$ cat config.mk
export PLATFORM = sky130hd
export DESIGN_NAME = multicycle_control
export DESIGN_NICKNAME = d
export VERILOG_FILES = /design/src/rtl/multicycle_control.sv
export SDC_FILE = /design/constraint.sdc
export NUM_CORES = 1
export LEC_CHECK = 0
export CORE_ASPECT_RATIO = 0.75
export CORE_MARGIN = 2
export CORE_UTILIZATION = 35
export DETAILED_ROUTE_END_ITERATION = 6
export GPL_ROUTABILITY_DRIVEN = 1
export PLACE_DENSITY = 0.7
export SLEW_MARGIN = 15
export SYNTH_ARGS = -nofsm -noshare
export SYNTH_HDL_FRONTEND = slang
export SYNTH_SLANG_ARGS = --single-unit
$ cat constraint.sdc
create_clock -name clk -period 4.27 [get_ports clk]
set_clock_uncertainty 0.2 [all_clocks]
set_input_delay 1.281 -clock clk [delete_from_list [all_inputs] [get_ports clk]]
set_output_delay 1.281 -clock clk [all_outputs]
set_load 0.03 [all_outputs]
$ cat src/rtl/multicycle_control.sv
// multicycle_control: main control FSM sequencing fetch/decode/execute/memory/writeback
module multicycle_control (
   input  logic       clk,
   input  logic       rst,
   input  logic [6:0] opcode,
   input  logic       mem_ready,
   input  logic       alu_cond,
   output logic [1:0] alu_op,
   output logic [1:0] alu_src_a,
   output logic [1:0] alu_src_b,
   output logic       pc_write,
   output logic       pc_write_cond,
   output logic       pc_src,
   output logic       ir_write,
   output logic       mem_req,
   output logic       mem_we,
   output logic       i_or_d,
   output logic       reg_write,
   output logic [1:0] wb_sel,
   output logic       illegal_instr
);
   typedef enum logic [3:0] {
      IDLE, FETCH, DECODE, EXEC_R, EXEC_I, ADDR,
      MEM_RD, MEM_WR, WB_ALU, WB_MEM, BRANCH, JAL
   } state_t;
   typedef struct packed {
      logic [1:0] alu_op;
      logic [1:0] alu_src_a;
      logic [1:0] alu_src_b;
      logic       pc_write;
      logic       pc_src;
      logic       mem_req;
      logic       mem_we;
      logic       i_or_d;
      logic       reg_write;
      logic [1:0] wb_sel;
   } ctl_t;
   localparam logic [6:0] OP_R   = 7'b0110011;
   localparam logic [6:0] OP_I   = 7'b0010011;
   localparam logic [6:0] OP_LD  = 7'b0000011;
   localparam logic [6:0] OP_ST  = 7'b0100011;
   localparam logic [6:0] OP_BR  = 7'b1100011;
   localparam logic [6:0] OP_JAL = 7'b1101111;
   state_t state_q, state_d;
   ctl_t   ctl_q;
   logic   known;
   // Moore control word for each state; anything not set stays 0
   function automatic ctl_t ctl_of(state_t s);
      ctl_t c;
      c = '0;
      case (s)
         FETCH:  begin c.mem_req = 1'b1; c.alu_src_b = 2'b01; c.alu_op = 2'b01; end
         DECODE: begin c.alu_src_a = 2'b10; c.alu_src_b = 2'b10; c.alu_op = 2'b01; end
         EXEC_R: begin c.alu_src_a = 2'b01; c.alu_op = 2'b10; end
         EXEC_I: begin c.alu_src_a = 2'b01; c.alu_src_b = 2'b10; end
         ADDR:   begin c.alu_src_a = 2'b01; c.alu_src_b = 2'b10; c.alu_op = 2'b01; end
         MEM_RD: begin c.mem_req = 1'b1; c.i_or_d = 1'b1; end
         MEM_WR: begin c.mem_req = 1'b1; c.mem_we = 1'b1; c.i_or_d = 1'b1; end
         WB_ALU: c.reg_write = 1'b1;
         WB_MEM: begin c.reg_write = 1'b1; c.wb_sel = 2'b01; end
         BRANCH: begin c.alu_src_a = 2'b01; c.alu_op = 2'b11; c.pc_src = 1'b1; end
         JAL:    begin c.reg_write = 1'b1; c.wb_sel = 2'b10; c.pc_write = 1'b1; c.pc_src = 1'b1; end
         default: ;
      endcase
      return c;
   endfunction
   assign known = opcode inside {OP_R, OP_I, OP_LD, OP_ST, OP_BR, OP_JAL};
   // Next-state selection; memory states hold until mem_ready, unknown opcodes fall back to FETCH
   always_comb begin
      state_d = FETCH;
      case (state_q)
         IDLE:           state_d = FETCH;
         FETCH:          state_d = mem_ready ? DECODE : FETCH;
         DECODE:         state_d = opcode == OP_R ? EXEC_R :
                                   opcode == OP_I ? EXEC_I :
                                   (opcode == OP_LD || opcode == OP_ST) ? ADDR :
                                   opcode == OP_BR ? BRANCH :
                                   opcode == OP_JAL ? JAL : FETCH;
         EXEC_R, EXEC_I: state_d = WB_ALU;
         ADDR:           state_d = opcode == OP_ST ? MEM_WR : MEM_RD;
         MEM_RD:         state_d = mem_ready ? WB_MEM : MEM_RD;
         MEM_WR:         state_d = mem_ready ? FETCH : MEM_WR;
         default:        state_d = FETCH;
      endcase
   end
   // State and the control word of the state being entered are registered together
   always_ff @(posedge clk or posedge rst) begin
      if (rst) begin
         state_q <= IDLE;
         ctl_q   <= '0;
      end else begin
         state_q <= state_d;
         ctl_q   <= ctl_of(state_d);
      end
   end
   assign alu_op        = ctl_q.alu_op;
   assign alu_src_a     = ctl_q.alu_src_a;
   assign alu_src_b     = ctl_q.alu_src_b;
   assign pc_src        = ctl_q.pc_src;
   assign mem_req       = ctl_q.mem_req;
   assign mem_we        = ctl_q.mem_we;
   assign i_or_d        = ctl_q.i_or_d;
   assign reg_write     = ctl_q.reg_write;
   assign wb_sel        = ctl_q.wb_sel;
   assign ir_write      = state_q == FETCH && mem_ready;
   assign pc_write      = ctl_q.pc_write || (state_q == FETCH && mem_ready);
   assign pc_write_cond = state_q == BRANCH && alu_cond;
   assign illegal_instr = state_q == DECODE && !known;
endmodule

Word-level counts from Yosys, hierarchy flattened --
Cells that the tools add are included.
Storage, ports and cells: word-level logic and storage cells 71, bits of input ports 11, bits in registers 18, output and inout bits 17
Cells by class: equality and inequality tests 25, muxes and demuxes 20, reductions and logical operators 15
Operators with widths (count):
- $eq A4 B3 Y1 const B | 8
- $mux W4 | 6
- $pmux W4 S6 | 1
- $eq A4 B4 Y1 const B | 5
- $eq A4 B2 Y1 const B | 4
- $eq A7 B6 Y1 const B | 2
- $eq A7 B7 Y1 const B | 2
- $pmux W2 S2 | 3
- $reduce_or A3 Y1 | 4
- $eq A4 B1 Y1 const B | 2
- $eq A7 B2 Y1 const B | 1
- $eq A7 B5 Y1 const B | 1
- $mux W1 | 7
- $pmux W2 S3 | 1
- $reduce_bool A6 Y1 | 1
- $reduce_or A2 Y1 | 3
- $reduce_or A4 Y1 | 1
- $logic_and A1 B1 Y1 | 3
- $mux W3 | 1
- $logic_or A1 B1 Y1 | 2
- $mux W2 | 1
- $logic_not A1 Y1 | 1

Logic depth before layout (Yosys ltp) --
Gate-level depths: netlist (run 1).
word-level depth 10, depth in mapped cells 6, mapped depth without buffers 5

Worst setup path before layout (run 1) --
Ideal clock, no wire load.
path type input-to-output, from input port opcode[2], to output port illegal_instr, path buffers 0, setup slack 0.313 ns, data required time 2.789 ns, arrival 2.476 ns, stages on the path 3, cell sequence and4bb_4 > and2_1 > a311oi_1
Between the ends: word-level cells in the longest chain between the ends 4, elaborated cells on any way between the ends 9, classes of those cells 6 x eq/ne; 3 x reduce/logical
RTL lines:
- from (decl) | RTL line 5 | input logic [6:0] opcode,
- $eq A7 B6 Y1, or another cell as far along | RTL line 67 | assign known = opcode inside {OP_R, OP_I, OP_LD, OP_ST, OP_BR, OP_JAL};
- $reduce_bool A6 Y1 * | RTL line 67
- $logic_not A1 Y1 * | RTL line 108 | assign illegal_instr = state_q == DECODE && !known;
- $logic_and A1 B1 Y1 * | RTL line 108
- to (decl) | RTL line 20 | output logic illegal_instr
Every way passes the cells marked *; elsewhere a longest branch is shown, timed or not.

Final worst setup path (run 1) --
Same ends and word-level chain as after synthesis.

==> metrics.md, run 1 <==
| Metric | Value |
|---|---|
| Status | finished, final reports clean |
| CTS max path bufs | 2 |
| Final period util | a little over nine tenths |
| CP Class | in2out |
| TritonRoute pass-1 iters | 4 |
| Worst setup EP type | output pin |
| HPWL after DPL | around 1300 microns |
| Hold path endpoint | wb_sel[0] |
| FP Rows | 15 |
| Total Wirelength | approximately 1700 microns |
| Core Box Area | between 2000 and 2500 sq um |
| Max Freq | approximately 240 MHz |
| Iteration-0 DRC count of the detailed router | 25 |
| Fillers | ~230 |
| Arr. time, crit path | ~2.7 ns |
| RSZ-0062 raised after global routing | no |
| Clk pin slew, worst setup/hold paths | approximately 0.10 ns |
| Final hold violation count | 0 |
| Setup violations, final | 0 |
| Sw Pwr | around 250 uW |
| Area of the multi-input gates | roughly 360 sq um |
| Logic pwr share | between 40% and 50% |
| Vias in the first global route | about 610 |
| Design Power | between 600 and 700 uW |
| Setup_tns | 0 ns |
| Chip width | 60.8 microns |
| Static Leak | between 0.5 and 0.6 nW |
| #FFs+latches synth | 17 |
| Ratio of cells with drive above 1 in the final layout | 11.1% |
| Post-synthesis compound-gate area fraction | between 10% and 20% |
| Max-cap violations | 0 |
| Clock Power Share | 13.6% |
| RD Place Congestion | roughly 0.76 |
| Syn_nets | 92 |
| Global route overflow | 0 |
| Largest family of logic cells by synthesized area | simple AND/OR/NAND/NOR gates |
| Pin count of the biggest net entering global routing | 18 |
| Io pins | 28 |
| Total CTS buffers | 3 |
| Worst slew margin | a little under three fifths |
| Min Tclk post-route | 4.13 ns |
| Worst-skew pair later-pin latency | between 0.2 and 0.3 ns |
| CTS tree | built |
| DIE HEIGHT | 46.6 microns |
| Switching Share | between 40% and 50% |
| Reg-to-Reg End | alu_op[0] |
| Max FO, Critical Path | 4 |
| Synthesized instance count | slightly above 80 |
| Placed Instances | 138 |
| CTS sink cnt | 17 |
| R2r setup slk | 2.02 ns |
| Hold_buf cts | 0 |
| Post-Synth Simple-Gate Area | between 20 and 30% |
| Post-Synth Adder-Cell Area | 0% |
| Mapped Area | 848 sq um |
| Resize count post-CTS | 0 |
| Data required, critical path | about 2.8 ns |
| XOR/XNOR share of the synthesized area | roughly 1.0% |
| Worst hold path type | reg2reg |
| H-tree depth | 1 |
| Antenna diodes | 0 |
| Reg2reg path depth | 5 |
| Worst slew pin tran | approximately 0.67 ns |
| GRT Overall Usage | between 10% and 20% |
| Internal power | 362 uW |
| Syn-to-layout area delta | 35.4% |
| Fin cells | 142 |
| Avg Cell Area, Syn | roughly 10 sq um |
| Vias per cell | ~4.8 |
| RR Startpoint | state_q[2] |
| Minimum hold slack | 0.503 ns |
| VDD IR max | around 0.00024 V |
| Netlist cell types | 33 |
| Slew Viols, Final | 0 |
| Root buf cell | clkbuf_4 |
| Hold depth | 2 |
| Post-synthesis mux area share | 0% |
| Register area | 425 sq um |
| Vias post-DR | between 600 and 700 |
| Worst setup SP type | input pin |
| DRC Markers | 0 |
| First-pass GRT wire length | around 2600 microns |
| Final ANT Viol Nets | 0 |
| Hold Startpoint | state_q[1] |
| Sequential element share of the synthesized area | about half |
| Syn. warnings | 0 |
| Initial antenna violation count | 0 |
| Die Area | around 2800 sq um |
| Initial Utilization | between 30% and 40% |
| Util after Layout | 50.2% |
| Power Dens Cells | approximately 530 nW/um^2 |
| Postcts setup bufs | 0 |
| Port Buffer Count | 27 |
| Flop pwr share | 38.8% |
| Drt wl/cell | 11.7 microns |
| Final nets | 120 |
==> critical path, cell delays in order <==
cell and delay, ns:
clkdlybuf4s50_1 0.51, and4bb_4 0.25, and2_1 0.17, a311oi_1 0.24, buf_4 0.20
==> metrics by stage <==
stage          instance area, sq um  setup WS, ns
2_1_floorplan                   848         0.313
3_3_place_gp                   1120         0.187
3_5_place_dp                   1120         0.155
4_1_cts                        1150         0.147
5_1_grt                        1150         0.109
6_report                       1150         0.142
==> per-layer routing <==
metal  routed length (microns)  global-route usage (%)
met2                       810                    20.4
met3                        70                    5.90
met1                       774                    16.6
met4                         0                    2.61
met5                         0                       0
==> synthesized netlist by cell type <==
cell type,n,area share [%]
and2_1,2,1.5
a21oi_1,1,0.59
xnor2_1,1,1.0
nand2b_1,2,1.5
a211oi_2,1,1.5
buf_6,2,2.7
dfrtp_1,17,50
a2111oi_2,1,1.8
nor3_1,2,1.2
inv_1,7,3.1
nor2b_1,1,0.74
a21boi_0,1,0.89
nand3b_1,2,1.8
o21ai_0,2,1.2
and2b_1,1,0.89
or3_1,1,0.74
nand2_1,6,2.7
nor4b_4,1,2.8
and4_4,1,1.3
a2111o_1,1,1.3
nand3_1,4,2.4
nand4_1,2,1.5
and3b_1,2,2.1
o211ai_1,1,0.89
a311oi_1,1,1.0
and4b_1,1,1.2
nor2_1,7,3.1
o21a_1,1,0.89
nor3b_1,1,0.89
o21ai_1,3,1.8
buf_2,2,1.2
a211o_1,2,2.1
and4bb_4,1,1.9
==> registers in the layout, summed over array words and instances (netlist names), 2 cells and up <==
signal and flops:
alu_src_b 2, state_q 4, alu_src_a 2, alu_op 2
==> cells in the final DEF (no fill, tap or decap), types with 3 or more instances in the layout <==
cell	count
buf_4	3
clkbuf_4	3
clkdlybuf4s50_1	24
dfrtp_1	17
inv_1	7
nand2_1	6
nand3_1	4
nor2_1	7
o21ai_1	3
==> final cells by class <==
class | instances | share of cell area, %
clock buffers | 3 | 1.96
clock inverters | 1 | 0.436
inverters | 7 | 2.29
multi-input cells | 53 | 31.7
flip-flops and latches | 17 | 37.0
well taps | 34 | 3.70
repair buffers | 27 | 22.9
==> power groups by stage <==
stage | Combinational (mW) | Clock, mW | Sequential, mW
floorplan | 0.179 | 0 | 0.268
global placement | 0.291 | 0 | 0.241
detailed placement | 0.293 | 0 | 0.243
CTS | 0.294 | 0.0862 | 0.239
global route | 0.314 | 0.0944 | 0.243
finish | 0.292 | 0.0835 | 0.238
==> kinds of logic (layout without fill, tap and decap cells) <==
logic type | Yosys count | after routing
AND/OR/NAND/NOR | 37 | 37
flip-flops | 17 | 17
AO/OA/AOI/OAI | 15 | 15
buffers and inverters | 11 | 38
XOR/XNOR | 1 | 1
==> how the worst max path moves through the flow <==
stage                   start             to  slack (ns)  depth (start not counted)
floorplan           opcode[2]  illegal_instr        0.31                          3
CTS                 opcode[2]  illegal_instr        0.15                          5
finish              opcode[2]  illegal_instr        0.14                          5
global placement    opcode[2]  illegal_instr        0.19                          5
detailed placement  opcode[2]  illegal_instr        0.16                          5
global route        opcode[2]  illegal_instr        0.11                          5
(Power assumes the default switching activity.)
==> run 2: changes to the inputs <==
CTS_BUF_LIST = sky130_fd_sc_hd__clkbuf_4   (was default)
SLEW_MARGIN = 40   (was 15)
==> results of run 2 <==
Same layout as run 1: the final DEF is identical, and so are final timing and power.
==> run 3: changes to the inputs <==
clock period = 4.1 ns   (was 4.27 ns; I/O delays follow)
==> run 3 against run 2 <==
Sequential cell count is the same; first-iteration DRC count is 36% lower; global-route usage up 0.096 points; cell count unchanged; cell area grew 0.33%; combinational power up 5%; via count decreased by 1.7%; highest routed layer unchanged.
==> metrics.md, run 3 (synthesis gave the netlist of run 1 again) <==
| Metric | Value |
|---|---|
| Placed Area | 1120 sq um (about the same) |
| Initial antenna violation count | 0 (unchanged) |
| Switching Share | 41.3% (was 40.9%) |
| CTS max path bufs | 2 (unchanged) |
| Final ANT Viol Nets | 0 (unchanged) |
| Power Dens Cells | 559 nW/um^2 (was 534 nW/um^2) |
| Iteration-0 DRC count of the detailed router | 16 (was 25) |
| Final nets | 120 (unchanged) |
| Pin count of the biggest net entering global routing | 18 (unchanged) |
| WL met3 | 87 microns (was 70 microns) |
| Dpl ws | 0.0778 ns (was 0.155 ns) |
| Status | finished, final reports clean (unchanged) |
| RR Startpoint | state_q[3] (was state_q[2]) |
| Clk pin slew, worst setup/hold paths | 0.09 ns (was 0.10 ns) |
| HPWL after DPL | 1380 microns (was 1300 microns) |
| Metal-1 WL | 807 microns (was 774 microns) |
| Data required, critical path | 2.67 ns (was 2.79 ns) |
| Sw Pwr | 266 uW (was 251 uW) |
| Worst slew pin tran | 0.624 ns (was 0.665 ns) |
| Buf+Inv Stages, Crit Path | 2 (unchanged) |
| Postcts setup bufs | 0 (unchanged) |
| Total Wirelength | 1740 microns (was 1660 microns) |
| Final hold violation count | 0 (unchanged) |
| Vias per cell | 4.75 (was 4.84) |
| Worst setup EP type | output pin (unchanged) |
| Worst slew margin | 58.3% (was 55.6%) |
| Min Tclk post-route | 4.02 ns |
| Port Buffer Count | 27 (unchanged) |
| Max-cap violations | 0 (unchanged) |
| Top reg by flops | state_q (unchanged) |
| Die Area | 2840 sq um (unchanged) |
| First-pass GRT wire length | 2550 microns (was 2570 microns) |
| Max FO, Critical Path | 4 (unchanged) |
| Internal power | 378 uW (was 362 uW) |
| Worst hold path type | reg2reg (unchanged) |
| Total CTS buffers | 3 (unchanged) |
| R2r setup slk | 1.88 ns (was 2.02 ns) |
| Commonest non-fill, non-tap cell in the layout | clkdlybuf4s50_1 (unchanged) |
| RSZ-0062 raised after global routing | no (unchanged) |
| RD Place Congestion | 0.779 (was 0.757) |
| Static Leak | 0.541 nW (was 0.538 nW) |
| Arr. time, crit path | 2.59 ns (was 2.65 ns) |
| Io pins | 28 (unchanged) |
| Crit-path max cell delay | 0.50 ns (was 0.51 ns) |
| Chip width | 60.8 microns (unchanged) |
| Flop pwr share | 38.5% (was 38.8%) |
| Vias in the first global route | 600 (was 607) |
| CTS tree | built (unchanged) |
| CTS sink cnt | 17 (unchanged) |
| Setup_tns | 0 ns (unchanged) |
| Reg-to-Reg End | alu_op[0] (unchanged) |
| Antenna diodes | 0 (unchanged) |
| CP Class | in2out (unchanged) |
| Root buf cell | clkbuf_4 (unchanged) |
| Hold Startpoint | state_q[1] (unchanged) |
| Worst-skew pair later-pin latency | 0.29 ns (about the same) |
| Met2 routed WL | 849 microns (was 810 microns) |
| Crit-path cells | clkdlybuf4s50_1, and4bb_4, and2_1, a311oi_2, buf_4 (was clkdlybuf4s50_1, and4bb_4, and2_1, a311oi_1, buf_4) |
| DIE HEIGHT | 46.6 microns (unchanged) |
| VDD IR max | 0.000229 V (was 0.000239 V) |
| Top layer in use | met3 (unchanged) |
| Global route overflow | 0 (unchanged) |
| Drt wl/cell | 12.3 microns (was 11.7 microns) |
| Resize count post-CTS | 0 (unchanged) |
| Util after Layout | 50.3% (was 50.2%) |
| Logic pwr share | 47.6% (about the same) |
| Clock Power Share | 13.8% (was 13.6%) |
| TritonRoute pass-1 iters | 4 (unchanged) |
| Max FFs per register | 4 (unchanged) |
| Final period util | a little under 100% |
| Ratio of cells with drive above 1 in the final layout | 13.0% (was 11.1%) |
| Worst setup SP type | input pin (unchanged) |
| Final instance area | 1150 sq um (about the same) |
| Most frequent cells in the layout | clkdlybuf4s50_1, dfrtp_1, nor2_1, inv_1, nand2_1 (unchanged) |
| Initial Utilization | 37.0% (unchanged) |
| Syn-to-layout area delta | 35.8% (was 35.4%) |
| H-tree depth | 1 (unchanged) |
| Hold depth | 2 (unchanged) |
| Hold path endpoint | wb_sel[0] (unchanged) |
| Max Freq | 249 MHz |
| Vias post-DR | 675 (was 687) |
| Setup violations, final | 0 (unchanged) |
| Fillers | 234 (was 225) |
| DRC Markers | 0 (unchanged) |
| GRT Overall Usage | 13.1% (was 13.0%) |
| Slowest stage cell on the critical path | clkdlybuf4s50_1 (unchanged) |
| Core Box Area | 2290 sq um (unchanged) |
| FP Rows | 15 (unchanged) |
| Worst Slack Setup Final | 0.0829 ns (was 0.142 ns) |
| Largest delay contributor family on the critical path | buffers and inverters (unchanged) |
| Hold_buf cts | 0 (unchanged) |
| Reg2reg path depth | 5 (unchanged) |
| Slew Viols, Final | 0 (unchanged) |
run 3: cell types whose count changed in the layout (fill, tap and decap cells not counted):
cell,delta
a311oi_1,-1
buf_4,+1
a311oi_2,+1
clkdlybuf4s50_1,-1
run 3: how the worst max path moves through the flow:
stage	start	to	cells after the start
floorplan	opcode[2]	illegal_instr	3
global placement	opcode[2]	illegal_instr	5
detailed placement	opcode[2]	illegal_instr	5
CTS	opcode[2]	illegal_instr	5
global route	opcode[2]	illegal_instr	5
finish	opcode[2]	illegal_instr	5
run 3: per-layer routing:
layer  track usage, %  up-vias
met5                0        -
met1             15.6      321
met3             6.74        0
li1                 -      339
met2             21.3       15
met4             2.61        0
run 3: layout make-up:
class	instances	area, sq um	share of cell area [%]
Inverter	7	26.3	2.28
Timing Repair Buffer	27	260	22.6
Sequential cell	17	425	36.9
Tap cell	34	42.5	3.69
Clock buffer	3	22.5	1.95
Multi-Input combinational cell	53	370	32.1
Clock inverter	1	5.00	0.434
run 3: worst register-to-register path, stage by stage (launching register included):
cell	delay (ns)
dfrtp_1	0.52
nor4b_4	0.43
nand4_1	0.30
a211oi_2	0.37
or3_1	0.21
nand3_1	0.09
run 3: stage by stage:
step,std cells,power (mW),hold slack (ns)
3_5_place_dp,138,0.559,0.481
6_report,142,0.644,0.491
2_1_floorplan,81,0.466,0.341
5_1_grt,142,0.683,0.536
3_3_place_gp,138,0.555,0.475
4_1_cts,142,0.648,0.493
run 3: power groups by stage:
stage	clock [mW]	combinational, mW	sequential, mW
floorplan	0	0.187	0.279
global route	0.102	0.327	0.254
global placement	0	0.303	0.251
detailed placement	0	0.307	0.252
finish	0.0892	0.307	0.248
CTS	0.0913	0.308	0.249
